## config.mk

```make
export PLATFORM = sky130hd
export DESIGN_NAME = bin2bcd_disp_flat
export DESIGN_NICKNAME = d
export VERILOG_FILES = /design/src/rtl/bin2bcd_disp_if.sv /design/src/rtl/bin2bcd_disp.sv /design/src/flat_wrapper.sv
export SDC_FILE = /design/constraint.sdc
export NUM_CORES = 1
export LEC_CHECK = 0
export BUFFER_PORTS_ARGS = -buffer_cell sky130_fd_sc_hd__buf_4
export CORE_ASPECT_RATIO = 1.4
export CORE_MARGIN = 2
export CORE_UTILIZATION = 51
export DETAILED_ROUTE_END_ITERATION = 10
export GPL_TIMING_DRIVEN = 0
export HOLD_SLACK_MARGIN = 0.12
export PLACE_DENSITY = 0.75
export RECOVER_POWER = 50
export SLEW_MARGIN = 25
export SYNTH_ARGS = -nofsm -noshare
export SYNTH_HDL_FRONTEND = slang
export SYNTH_SLANG_ARGS = --single-unit
```

## constraint.sdc

```tcl
create_clock -name clk -period 1.75 [get_ports clk]
set_input_delay 0.175 -clock clk [delete_from_list [all_inputs] [get_ports clk]]
set_output_delay 0.175 -clock clk [all_outputs]
set_load 0.01 [all_outputs]
```

## src/rtl/bin2bcd_disp_if.sv

```systemverilog
// Request/result bundle between a binary source and the BCD converter feeding
// the seven-segment scan driver.
interface bin2bcd_disp_if #(
    parameter int IN_W   = 27,
    parameter int DIGITS = 8
);
    logic                  start;
    logic [IN_W-1:0]       bin;
    logic [4*DIGITS-1:0]   bcd;
    logic                  busy;
    logic                  done;
    logic                  ovf;

    modport master (output start, bin, input bcd, busy, done, ovf);
    modport slave  (input start, bin, output bcd, busy, done, ovf);
endinterface

```

## src/rtl/bin2bcd_disp.sv

```systemverilog
// Sequential shift-add-3 binary-to-BCD converter, one input bit per clock.
// The bcd/ovf outputs only move on the DONE cycle so a scanned display never shows a partial value.
module bin2bcd_disp #(
    parameter int          IN_W    = 27,
    parameter int          DIGITS  = 8,
    parameter int unsigned MAX_VAL = 99_999_999
) (
    input  logic           clk,
    input  logic           rst_n,
    bin2bcd_disp_if.slave  bus
);
    localparam int              BW      = 4 * DIGITS;
    localparam int              CW      = $clog2(IN_W);
    localparam logic [IN_W-1:0] MAX_BIN = IN_W'(MAX_VAL);
    localparam logic [CW-1:0]   LAST    = CW'(IN_W - 1);

    typedef enum logic [1:0] {IDLE, SHIFT, DONE} state_t;

    state_t          state, state_nxt;
    logic [IN_W-1:0] shreg;
    logic [BW-1:0]   work;
    logic [BW-1:0]   adj;
    logic [CW-1:0]   cnt;
    logic            ovf_n;
    logic [BW-1:0]   bcd_q;
    logic            busy_q;
    logic            done_q;
    logic            ovf_q;

    always_ff @(posedge clk or negedge rst_n) begin
        if (!rst_n) state <= IDLE;
        else        state <= state_nxt;
    end

    always_comb begin
        state_nxt = state;
        case (state)
            IDLE:    if (bus.start) state_nxt = SHIFT;
            SHIFT:   if (cnt == LAST) state_nxt = DONE;
            DONE:    state_nxt = IDLE;
            default: state_nxt = IDLE;
        endcase
    end

    // Nibbles are at most 9 after each shift, so +3 tops out at 4'hC: no inter-nibble carry.
    always_comb begin
        adj = work;
        for (int unsigned i = 0; i < DIGITS; i++) begin
            if (work[4*i +: 4] >= 4'd5) adj[4*i +: 4] = work[4*i +: 4] + 4'd3;
        end
    end

    always_ff @(posedge clk or negedge rst_n) begin
        if (!rst_n) begin
            shreg  <= '0;
            work   <= '0;
            cnt    <= '0;
            ovf_n  <= 1'b0;
            bcd_q  <= '0;
            busy_q <= 1'b0;
            done_q <= 1'b0;
            ovf_q  <= 1'b0;
        end else begin
            done_q <= 1'b0;
            case (state)
                IDLE: begin
                    if (bus.start) begin
                        shreg  <= bus.bin;
                        work   <= '0;
                        cnt    <= '0;
                        ovf_n  <= (bus.bin > MAX_BIN);
                        busy_q <= 1'b1;
                    end
                end
                SHIFT: begin
                    work  <= {adj[BW-2:0], shreg[IN_W-1]};
                    shreg <= {shreg[IN_W-2:0], 1'b0};
                    cnt   <= cnt + 1'b1;
                end
                DONE: begin
                    bcd_q  <= ovf_n ? {DIGITS{4'hE}} : work;
                    ovf_q  <= ovf_n;
                    done_q <= 1'b1;
                    busy_q <= 1'b0;
                end
                default: ;
            endcase
        end
    end

    assign bus.bcd  = bcd_q;
    assign bus.busy = busy_q;
    assign bus.done = done_q;
    assign bus.ovf  = ovf_q;
endmodule
```

## src/flat_wrapper.sv

```systemverilog
// flat-port wrapper written by rule: the top's interface ports become plain ports
module bin2bcd_disp_flat 
#(
    parameter int          IN_W    = 27,
    parameter int          DIGITS  = 8,
    parameter int unsigned MAX_VAL = 99_999_999
)
  (clk, rst_n, bus_start, bus_bin, bus_bcd, bus_busy, bus_done, bus_ovf);
  bin2bcd_disp_if #(.IN_W(IN_W), .DIGITS(DIGITS)) bus_i ();
  input  logic clk;
  input  logic rst_n;
  input wire logic [$bits(bus_i.start)-1:0] bus_start;
  input wire logic [$bits(bus_i.bin)-1:0] bus_bin;
  output wire logic [$bits(bus_i.bcd)-1:0] bus_bcd;
  output wire logic [$bits(bus_i.busy)-1:0] bus_busy;
  output wire logic [$bits(bus_i.done)-1:0] bus_done;
  output wire logic [$bits(bus_i.ovf)-1:0] bus_ovf;
  assign bus_i.start = bus_start;
  assign bus_i.bin = bus_bin;
  assign bus_bcd = bus_i.bcd;
  assign bus_busy = bus_i.busy;
  assign bus_done = bus_i.done;
  assign bus_ovf = bus_i.ovf;
  bin2bcd_disp #(.IN_W(IN_W), .DIGITS(DIGITS), .MAX_VAL(MAX_VAL)) u_core (.clk(clk), .rst_n(rst_n), .bus(bus_i));
endmodule
```

Word level (Yosys, flattened, before mapping). Cells that the tools add are included.

Add/subtract/negate cells: 9. Magnitude comparators: 9. Eq/ne operators: 5. Multiplexer cells: 21. Reductions and logical operators: 7.

Operators with widths (count): 2-to-1 mux 32 bit (2); one-hot mux 32 bit (2 select lines) (1); one-hot mux 27 bit (2 select lines) (1); >= comparator 4 x 3 -> 1 bit (second input constant) (8); adder 4 x 2 -> 4 bit (second input constant) (7); 2-to-1 mux 4 bit (7); greater-than comparator 27 bit (second input constant) (1); 2-to-1 mux 27 bit (1); one-hot mux 5 bit (2 select lines) (1); AND reduction 2 bit (4); adder 5 x 1 -> 5 bit (second input constant) (1); equality test 5 bit (second input constant) (1); 2-to-1 mux 5 bit (1); 2-to-1 mux 2 bit (2); one-hot mux 2 bit (2 select lines) (1); nonzero test 2 bit (2); adder 3 x 2 -> 3 bit (second input constant) (1); 2-to-1 mux 3 bit (1); equality test 2 x 1 -> 1 bit (second input constant) (1); equality test 2 bit (second input constant) (1); logical NOT 2 bit (1); 2-to-1 mux 1 bit (2); != test 2 x 1 -> 1 bit (second input constant) (1); != test 2 bit (second input constant) (1); one-hot mux 1 bit (2 select lines) (1).

Register bits after elaboration: 102. Bits of input ports: 30. Output and inout port bits: 35. Logic and storage cells: 60.

Depth between registers and ports, before layout. Gate-level depths: netlist of run 1.

Word-level depth: 3. Depth in mapped cells: 7. Gate-level depth less buffers: 6.

Least setup slack after synthesis of run 1. No wires, ideal clock.

Path kind: register -> register. Start: register u_core.state[0]. End: register u_core.ovf_n. Library setup time: 0.065 ns. Arrival time: 1.582 ns. Required time: 1.685 ns. Path slack: 0.104 ns. Stages on the path, launching flop included: 6. Path buffers: 1. Clock period less this slack: 1.646 ns. Cells stage by stage: dfrtp_1 > or3b_1 > buf_2 > or4_1 > a21oi_1 > a211o_1.

Cells in the longest elaborated chain, start to end: 2.

Ends and longest elaborated chain: start, declared (RTL line bin2bcd_disp.sv:19) `state_t state, state_nxt;`; start signal, assigned (RTL line bin2bcd_disp.sv:32) `else state <= state_nxt;`; logical NOT 2 bit (RTL line bin2bcd_disp.sv:65) `case (state)`; AND reduction 2 bit (no line); end signal, assigned (RTL line bin2bcd_disp.sv:71) `ovf_n <= (bus.bin > MAX_BIN);`; end, declared (RTL line bin2bcd_disp.sv:24) `logic ovf_n;`.

No other way between the ends. A chain may end at the register's enable or synchronous reset.

Worst setup path after layout of run 1.
Start: input bus_bin[10]. End: register u_core.ovf_n.

Cells in the longest elaborated chain, start to end: 1.

Ends and longest elaborated chain: start, declared (RTL line flat_wrapper.sv:13) `input wire logic [$bits(bus_i.bin)-1:0] bus_bin;`; greater-than comparator 27 bit (RTL line bin2bcd_disp.sv:71).

No other way between the ends.

==> results of run 1 <==
cell usage after synthesis (all sizes together):
cell	count
o22ai	33
nand2	52
nand2b	10
ha	18
o31ai	17
or4	2
a22oi	1
and4	1
a22o	1
mux2	8
mux2i	1
o21ai	44
and3	1
or3b	1
xnor2	8
clkbuf	22
inv	18
nand4b	1
nor2b	1
a32o	8
dfrtp	102
xor2	7
nand4	3
nor3b	1
a21oi	10
a211o	1
nor2	77
o211ai	1
nand3	4
buf	8
o32ai	7
critical path, stage by stage:
cell,delay (ns)
dlygate4sd3_1,0.54
buf_4,0.14
or4_4,0.51
o211ai_1,0.24
a21oi_2,0.09
a211o_1,0.26
report_power, final:
group / internal, mW / switching [mW] / leakage [nW]
Clock: 1.29 / 0.846 / 0.157
Sequential: 3.39 / 0.806 / 1.24
Combinational: 1.90 / 2.32 / 1.25
Total: 6.57 / 3.97 / 2.64
sequential cells by signal (all words and copies together) (netlist names), 2 cells and up:
register and count:
u_core.bus.bcd 32, u_core.cnt 5, u_core.shreg 27, u_core.state 2
u_core.work 32
what timing repair did:
| item | in CTS | in global routing |
|---|---|---|
| endpoints found under the setup margin | 70 | 71 |
| hold buffers | 26 | 0 |
| endpoints found under the hold margin | 127 | 0 |
| gates resized for setup | 14 | 30 |
| pin swaps | 1 | 6 |
| setup buffers | 4 | 4 |
cells by family after synthesis:
kind of cell / share of synthesized area
and+or+nand+nor: 0.140
AOI/OAI and AO/OA: 0.168
DFF: 0.552
adders and majority gates: 0.0487
xor gates and xnor gates: 0.0284
muxes: 0.0217
buffers and inverters: 0.0403
metal layers:
| layer | track usage | vias up |
|---|---|---|
| met2 | 0.413 | 114 |
| met3 | 0.0311 | 33 |
| met4 | 0.152 | 0 |
| met5 | 0 | - |
| li1 | - | 1845 |
| met1 | 0.282 | 1903 |
cell type report:
| cell class | instances | area share |
|---|---|---|
| Tap cell | 107 | 0.0230 |
| Clock inverter | 4 | 0.0120 |
| Inverter | 18 | 0.0116 |
| Clock buffer | 12 | 0.0423 |
| Multi-Input combinational cell | 319 | 0.338 |
| Buffer | 28 | 0.0223 |
| Timing Repair Buffer | 97 | 0.113 |
| Sequential cell | 102 | 0.438 |
worst max path at each step:
stage,endpoint,slack (ns),cells past startpoint
4_1_cts,u_core.ovf_n,0.006,5
3_5_place_dp,u_core.work[17],-0.22,5
5_1_grt,u_core.ovf_n,0.0006,6
6_report,u_core.ovf_n,0.03,6
2_1_floorplan,u_core.ovf_n,0.10,5
3_3_place_gp,u_core.work[21],-0.19,5
per-stage QoR:
step	TNS [ns]	worst slack (ns)	power [mW]	instances	utilization
after floorplan	0	0.104	6.87	469	-
after global placement	-4.30	-0.189	8.05	640	0.586
after detailed placement	-4.98	-0.220	8.31	640	0.587
after CTS	0	0.00613	10.6	685	0.659
after global routing	0	0.000611	11.3	687	0.653
final	0	0.0252	10.5	687	0.653
==> summary.md, run 1 <==
| Metric | Value |
|---|---|
| Status | completed |
| DRT iter0 DRCs | 232 |
| Fin crit period | 1.72 ns |
| Synth warn | 0 |
| # Max-Cap Violations | 0 |
| Max layer used | met4 |
| Die area | 9850 um2 |
| Min-delay src | bus_bin[5] |
| CTS sink count | 102 |
| FP Rows | 41 |
| Max VDD drop | 0.901 mV |
| Leakage | 2.64 nW |
| RSZ-0062 raised after global routing | yes |
| Critical path type | primary input to flip-flop |
| Max-slew violations | 0 |
| FF-to-FF path depth | 4 |
| Final wirelength | 11.4 mm |
| Clk buf depth | 2 |
| DR WL met2 | 5.92 mm |
| Seq/Total Area, Yosys | 0.552 |
| Largest net degree at the start of global routing | 103 |
| M1 WL | 4.58 mm |
| Syn Area/Cell | 9.85 um2 |
| Layout cell share with drive strength beyond 1 | 0.160 |
| IO Pins | 65 |
| Critical Path AT | 1.96 ns |
| Nets@finish | 623 |
| Most common cell after layout, fill and taps aside | dfrtp_1 |
| Fmax | 580 MHz |
| CTS tree | done |
| Design area | 5830 um2 |
| Drt first pass iters | 4 |
| WP data required | 1.99 ns |
| Worst-path clk slew | 0.06 ns |
| Worst R2R End | u_core.ovf_n |
| GP Congestion | 0.823 |
| TritonCTS Buffers | 9 |
| CP max FO | 2 |
| Die width | 84.4 um |
| Slew margin rel. | 0.143 |
| Synth unique cells | 32 |
| Register area | 2550 um2 |
| Synth top area cells | dfrtp_1 (55%), nor2_1 (6.3%), ha_1 (4.9%), o21ai_0 (4.8%), o22ai_1 (4.5%) |
| Syn_nets | 517 |
| Vias | 3895 |
| Fill cells | 709 |
| CP Launch Type | primary input |
| Met3 Wirelength | 499 um |
| Commonest non-fill, non-tap cells in the layout | dfrtp_1 (102), nor2_1 (77), nand2_1 (52), clkbuf_1 (50), o21ai_0 (44) |
| Post-route ant nets | 0 |
| Final period utilization | 0.986 |
| Vias/cell | 5.67 |
| Fin. Hold Viols | 0 |
| H-tree levels | 3 |
| Placed Area | 5240 um2 |
| Setup violations, final | 0 |
| Detailed placer's ending HPWL | 7.60 mm |
| Die Span Y | 117 um |
| Reg2reg setup slack | 0.06 ns |
| Flops & latches, synth | 102 |
| Leading area contributor after synthesis | dfrtp_1 |
| Initial core utilization | 0.518 |
| Min-Delay Path Class | primary input to flip-flop |
| Slew @ Worst Pin | 1.29 ns |
| Critical path launch point | bus_bin[10] |
| Critical path capture point type | flip-flop |
| Power Dens Cells | 1810 nW/um2 |
| Gr usage total | 0.239 |
| Cells after synthesis | 469 |
| Clk root buf | clkbuf_16 |
| Area Overhead vs Synth | 26.2% |
| Core footprint | 8930 um2 |
| First-pass GRT wire length | 18.5 mm |
| Mapped Area | 4620 um2 |
| Buffers on Ports | 64 |
| Hold EP | u_core.shreg[5] |
| Synth top area share | 0.552 |
| Hold Path Cell Cnt | 3 |
| Later-pin clock latency in the skew report | 0.35 ns |
| Area of the multi-input gates | 1970 um2 |
| # DRC | 0 |
| Number of global-route vias before repair | 3890 |
| Grt total ovfl | 0 |
| Skew final | 0.00410 ns |
| Worst reg2reg path startpoint | u_core.state[0] |
| Wirelength per Cell | 16.6 um |
| WHS | 0.115 ns |
| Antenna diodes | 0 |
| Initial antenna violation count | 0 |
Power figures use the tool's default switching activity.
==> run 2: changes to the inputs <==
- PLACE_DENSITY: 0.75 -> default
- PLACE_DENSITY_LB_ADDON: default -> 0.1
==> run 2 against run 1 <==
Wire length down 4.8%. Highest routed layer unchanged. Largest cell class unchanged. Largest power group is now registers. Via count down 3.8%. Die area unchanged.
==> summary.md, run 2 (synthesis gave the netlist of run 1 again) <==
| Metric | Value |
|---|---|
| CP max FO | 7 |
| Overall power | 9.95 mW |
| Fill cells | 775 |
| Slew margin rel. | 0.142 |
| Final core utilization | 0.638 |
| Min-Delay Path Class | primary input to flip-flop |
| TritonCTS Buffers | 9 |
| FP Rows | 41 |
| Die width | 84.4 um |
| CP cell instances | or3b_1, buf_6, or4_4, a21oi_2, a211o_1 |
| Max VDD drop | 0.979 mV |
| Register area | 2550 um2 |
| CTS sink count | 102 |
| Die area | 9850 um2 |
| First-pass GRT wire length | 18.2 mm |
| Skew final | 0.00449 ns |
| Worst reg2reg path startpoint | u_core.state[0] |
| CP max-delay cell | or4_4 |
| Largest stage delay, worst path | 0.50 ns |
| Leakage | 2.58 nW |
| GP Congestion | 0.792 |
| Fin crit period | 1.73 ns |
| Clk buf depth | 2 |
| Number of global-route vias before repair | 3738 |
| Fin. Hold Viols | 0 |
| Min-delay src | bus_bin[18] |
| Clk root buf | clkbuf_16 |
| Commonest non-fill, non-tap cells in the layout | dfrtp_1 (102), nor2_1 (77), clkbuf_1 (53), nand2_1 (52), o21ai_0 (44) |
| # DRC | 0 |
| Worst-path clk slew | 0.06 ns |
| CTS tree | done |
| Post-Route Setup TNS | 0 ns |
| Power Dens Cells | 1750 nW/um2 |
| FF-to-FF path depth | 5 |
| Most common cell after layout, fill and taps aside | dfrtp_1 |
| WHS | 0.129 ns |
| Grt total ovfl | 0 |
| Post-route ant nets | 0 |
| Initial core utilization | 0.518 |
| Gr usage total | 0.236 |
| Reg2reg setup slack | 0.02 ns |
| WP data required | 2.03 ns |
| Slew @ Worst Pin | 1.29 ns |
| Buffers on Ports | 64 |
| IO Pins | 65 |
| Hold EP | u_core.shreg[18] |
| Critical path capture point type | flip-flop |
| Vias | 3746 |
| Drt first pass iters | 4 |
| Area Overhead vs Synth | 23.2% |
| CP Buf/Inv Count | 1 |
| Core footprint | 8930 um2 |
| Hold Path Cell Cnt | 3 |
| Design area | 5690 um2 |
| Worst R2R End | u_core.ovf_n |
| Placed Area | 5240 um2 |
| CP Launch Type | flip-flop |
| Layout cell share with drive strength beyond 1 | 0.127 |
| Later-pin clock latency in the skew report | 0.34 ns |
| H-tree levels | 3 |
| Final wirelength | 10.9 mm |
| Nets@finish | 618 |
| Setup violations, final | 0 |
| Critical Path AT | 2.01 ns |
| Antenna diodes | 0 |
| Critical path launch point | u_core.state[0] |
| Crit path max-delay family | simple AND/OR/NAND/NOR gates |
| Initial antenna violation count | 0 |
| RSZ-0062 raised after global routing | yes |
| DRT iter0 DRCs | 178 |
| Detailed placer's ending HPWL | 7.49 mm |
| Critical path type | flip-flop to flip-flop |
| Max-slew violations | 0 |
| Vias/cell | 5.50 |
| Area of the multi-input gates | 1920 um2 |
| Largest net degree at the start of global routing | 103 |
| Status | completed |
| Final period utilization | 0.987 |
| Die Span Y | 117 um |
| Wirelength per Cell | 16.0 um |
| Fmax | 579 MHz |
| # Max-Cap Violations | 0 |
-- run 2: what timing repair did --
action	in CTS	in global routing
endpoints found under the setup margin	70	64
setup buffers	1	0
endpoints found under the hold margin	126	1
gates cloned	0	0
gates resized for setup	12	18
hold buffers	25	1
pin swaps	0	1
-- run 2: layout make-up --
class,count,share of cell area
flip-flops and latches,102,0.448
multi-input cells,319,0.337
repair buffers,91,0.108
clock buffers,13,0.0422
plain buffers,29,0.0264
well taps,107,0.0235
inverters,18,0.0119
clock inverters,2,0.00176
-- run 2: worst max path at each step --
stage          cells after the start        endpoint  slack, ns
2_1_floorplan                      5    u_core.ovf_n       0.10
5_1_grt                            6   u_core.cnt[2]      -0.04
3_5_place_dp                       5  u_core.work[9]      -0.24
3_3_place_gp                       5   u_core.cnt[1]      -0.22
4_1_cts                            5    u_core.ovf_n       0.01
6_report                           5    u_core.ovf_n       0.02
-- run 2: per-layer routing --
metal	global-route usage	vias to the layer above	wire length, um
li1	-	1832	-
met1	0.279	1812	4540
met2	0.434	94	5680
met3	0.0523	8	514
met4	0.0677	0	128
met5	0	-	0
-- run 2: worst min-delay path, cell delays in order --
cell	delay (ns)
buf_4	0.10
o22ai_1	0.06
nor2_1	0.10
-- run 2: per-stage QoR --
| stage | setup WS (ns) | cells |
|---|---|---|
| final | 0.0222 | 681 |
| after global routing | -0.0402 | 681 |
| after CTS | 0.0102 | 680 |
| after detailed placement | -0.242 | 640 |
| after global placement | -0.217 | 640 |
| after floorplan | 0.104 | 469 |
-- run 2: power by group --
part / leakage [nW] / total, mW / switching [mW] / internal, mW
sequential: 1.24 / 4.14 / 0.750 / 3.39
clock: 0.123 / 1.77 / 0.814 / 0.954
combinational: 1.22 / 4.05 / 2.25 / 1.80
total: 2.58 / 9.95 / 3.81 / 6.14
==> run 3: changes to the inputs <==
- CORE_MARGIN: 2 -> 4
- CTS_CLUSTER_DIAMETER: default -> 120
- GPL_ROUTABILITY_DRIVEN: default -> 1
==> run 3 against run 2 <==
Count of clock-buffer cells in the layout unchanged. Clock power up 6%. Critical path type unchanged. Die area is 8.3% higher. First-iteration DRC count shrank 9.0%. Setup slack got worse by 0.016 ns. Register-to-register slack got worse by 0.02 ns. Global-route usage is 2.0 points lower. Clock skew increased by 0.00064 ns. Critical path depth unchanged. Maximum frequency fell by 0.93%. Worst hold slack improved by 0.0046 ns.
==> summary.md, run 3 (synthesis gave the netlist of run 1 again) <==
| Metric | Value |
|---|---|
| Fin crit period | 1.74 ns |
| First-pass GRT wire length | 18.1 mm |
| Critical path type | flip-flop to flip-flop |
| # Max-Cap Violations | 0 |
| H-tree levels | 3 |
| Area Overhead vs Synth | 24.8% |
| Clk buf depth | 2 |
| Fmax | 573 MHz |
| Vias/cell | 5.57 |
| GP Congestion | 0.829 |
| Power Dens Cells | 1760 nW/um2 |
| DRT iter0 DRCs | 162 |
| Core footprint | 8710 um2 |
| Worst-path clk slew | 0.06 ns |
| Die Span Y | 121 um |
| Fin. Hold Viols | 0 |
| Status | completed |
| Slew margin rel. | 0.390 |
| IO Pins | 65 |
| Post-route ant nets | 0 |
| TritonCTS Buffers | 9 |
| Max-slew violations | 0 |
| Vias | 3798 |
| # DRC | 0 |
| Buffers on Ports | 64 |
| Overall power | 10.2 mW |
| Largest net degree at the start of global routing | 103 |
| Layout cell share with drive strength beyond 1 | 0.144 |
| Setup violations, final | 0 |
| Wirelength per Cell | 16.0 um |
| Clk root buf | clkbuf_16 |
| Gr usage total | 0.216 |
| Number of global-route vias before repair | 3887 |
| Most common cell after layout, fill and taps aside | dfrtp_1 |
| Critical Path AT | 2.03 ns |
| Critical path capture point type | flip-flop |
| Later-pin clock latency in the skew report | 0.34 ns |
| Initial core utilization | 0.531 |
| Detailed placer's ending HPWL | 7.54 mm |
| Final period utilization | 0.997 |
| CP Launch Type | flip-flop |
| Min-Delay Path Class | primary input to flip-flop |
| Leakage | 2.61 nW |
| CTS tree | done |
| Final wirelength | 10.9 mm |
| Nets@finish | 622 |
| Final core utilization | 0.662 |
| Initial antenna violation count | 0 |
| CTS sink count | 102 |
| Die width | 88.4 um |
| WHS | 0.134 ns |
| WP data required | 2.03 ns |
| Skew final | 0.00512 ns |
| Commonest non-fill, non-tap cells in the layout | dfrtp_1 (101), nor2_1 (77), nand2_1 (52), clkbuf_1 (48), o21ai_0 (44) |
| Die area | 10700 um2 |
| Max VDD drop | 0.973 mV |
| Slew @ Worst Pin | 0.915 ns |
| Antenna diodes | 0 |
| Drt first pass iters | 4 |
| Grt total ovfl | 0 |
| CP max FO | 6 |
| RSZ-0062 raised after global routing | yes |
| FP Rows | 40 |
-- run 3: layout make-up --
cell class	instances	area (um2)
Clock inverter	1	5.00
Multi-Input combinational cell	319	1940
Sequential cell	102	2550
Tap cell	105	131
Fill cell	761	2940
Inverter	18	67.6
Timing Repair Buffer	95	653
Buffer	29	148
Clock buffer	13	270
-- run 3: stage by stage --
stage	area (um2)	setup TNS [ns]	std cells	worst slack, ns
after floorplan	4620	0	469	0.104
after global placement	5230	-4.13	638	-0.189
after detailed placement	5240	-4.65	638	-0.200
after CTS	5810	0	679	0.00139
after global routing	5770	-0.0653	682	-0.0532
final	5770	0	682	0.00592
-- run 3: critical path, stage by stage (launching register included) --
cell	delay (ns)
dfrtp_2	0.44
or3b_1	0.40
buf_6	0.14
or4_4	0.48
a21oi_2	0.12
a211o_1	0.11
-- run 3: final timing paths --
path | start | slack [ns] | end | depth (start not counted)
worst min register to register | u_core.shreg[26] | 0.47 | u_core.shreg[26] | 2
min in group asynchronous | rst_n | 0.51 | u_core.bus.bcd[3] | 2
worst max-delay path | u_core.state[1] | 0.006 | u_core.ovf_n | 5
worst max register to register | u_core.state[1] | 0.006 | u_core.ovf_n | 5
worst min-delay path | bus_bin[18] | 0.13 | u_core.shreg[18] | 3
max in group asynchronous | rst_n | 0.57 | u_core.state[1] | 2
-- run 3: layer usage --
layer / vias to the layer above / track usage / wire length (um)
met1: 1840 / 0.263 / 4580
li1: 1840 / - / -
met4: 0 / 0.0813 / 280
met5: - / 0 / 0
met3: 24 / 0.0436 / 544
met2: 94 / 0.373 / 5510
-- run 3: what timing repair did --
item | in CTS | in global routing
hold endpoints to repair | 128 | 0
setup buffers | 1 | 3
pin swaps | 0 | 6
hold buffers | 27 | 0
endpoints found under the setup margin | 68 | 67
gates resized for setup | 10 | 31
-- run 3: power breakdown --
part / internal [mW] / switching, mW / total (mW) / leakage [nW]
combinational: 1.86 / 2.26 / 4.12 / 1.24
clock: 1.06 / 0.807 / 1.87 / 0.138
sequential: 3.39 / 0.773 / 4.16 / 1.24
total: 6.31 / 3.84 / 10.2 / 2.61
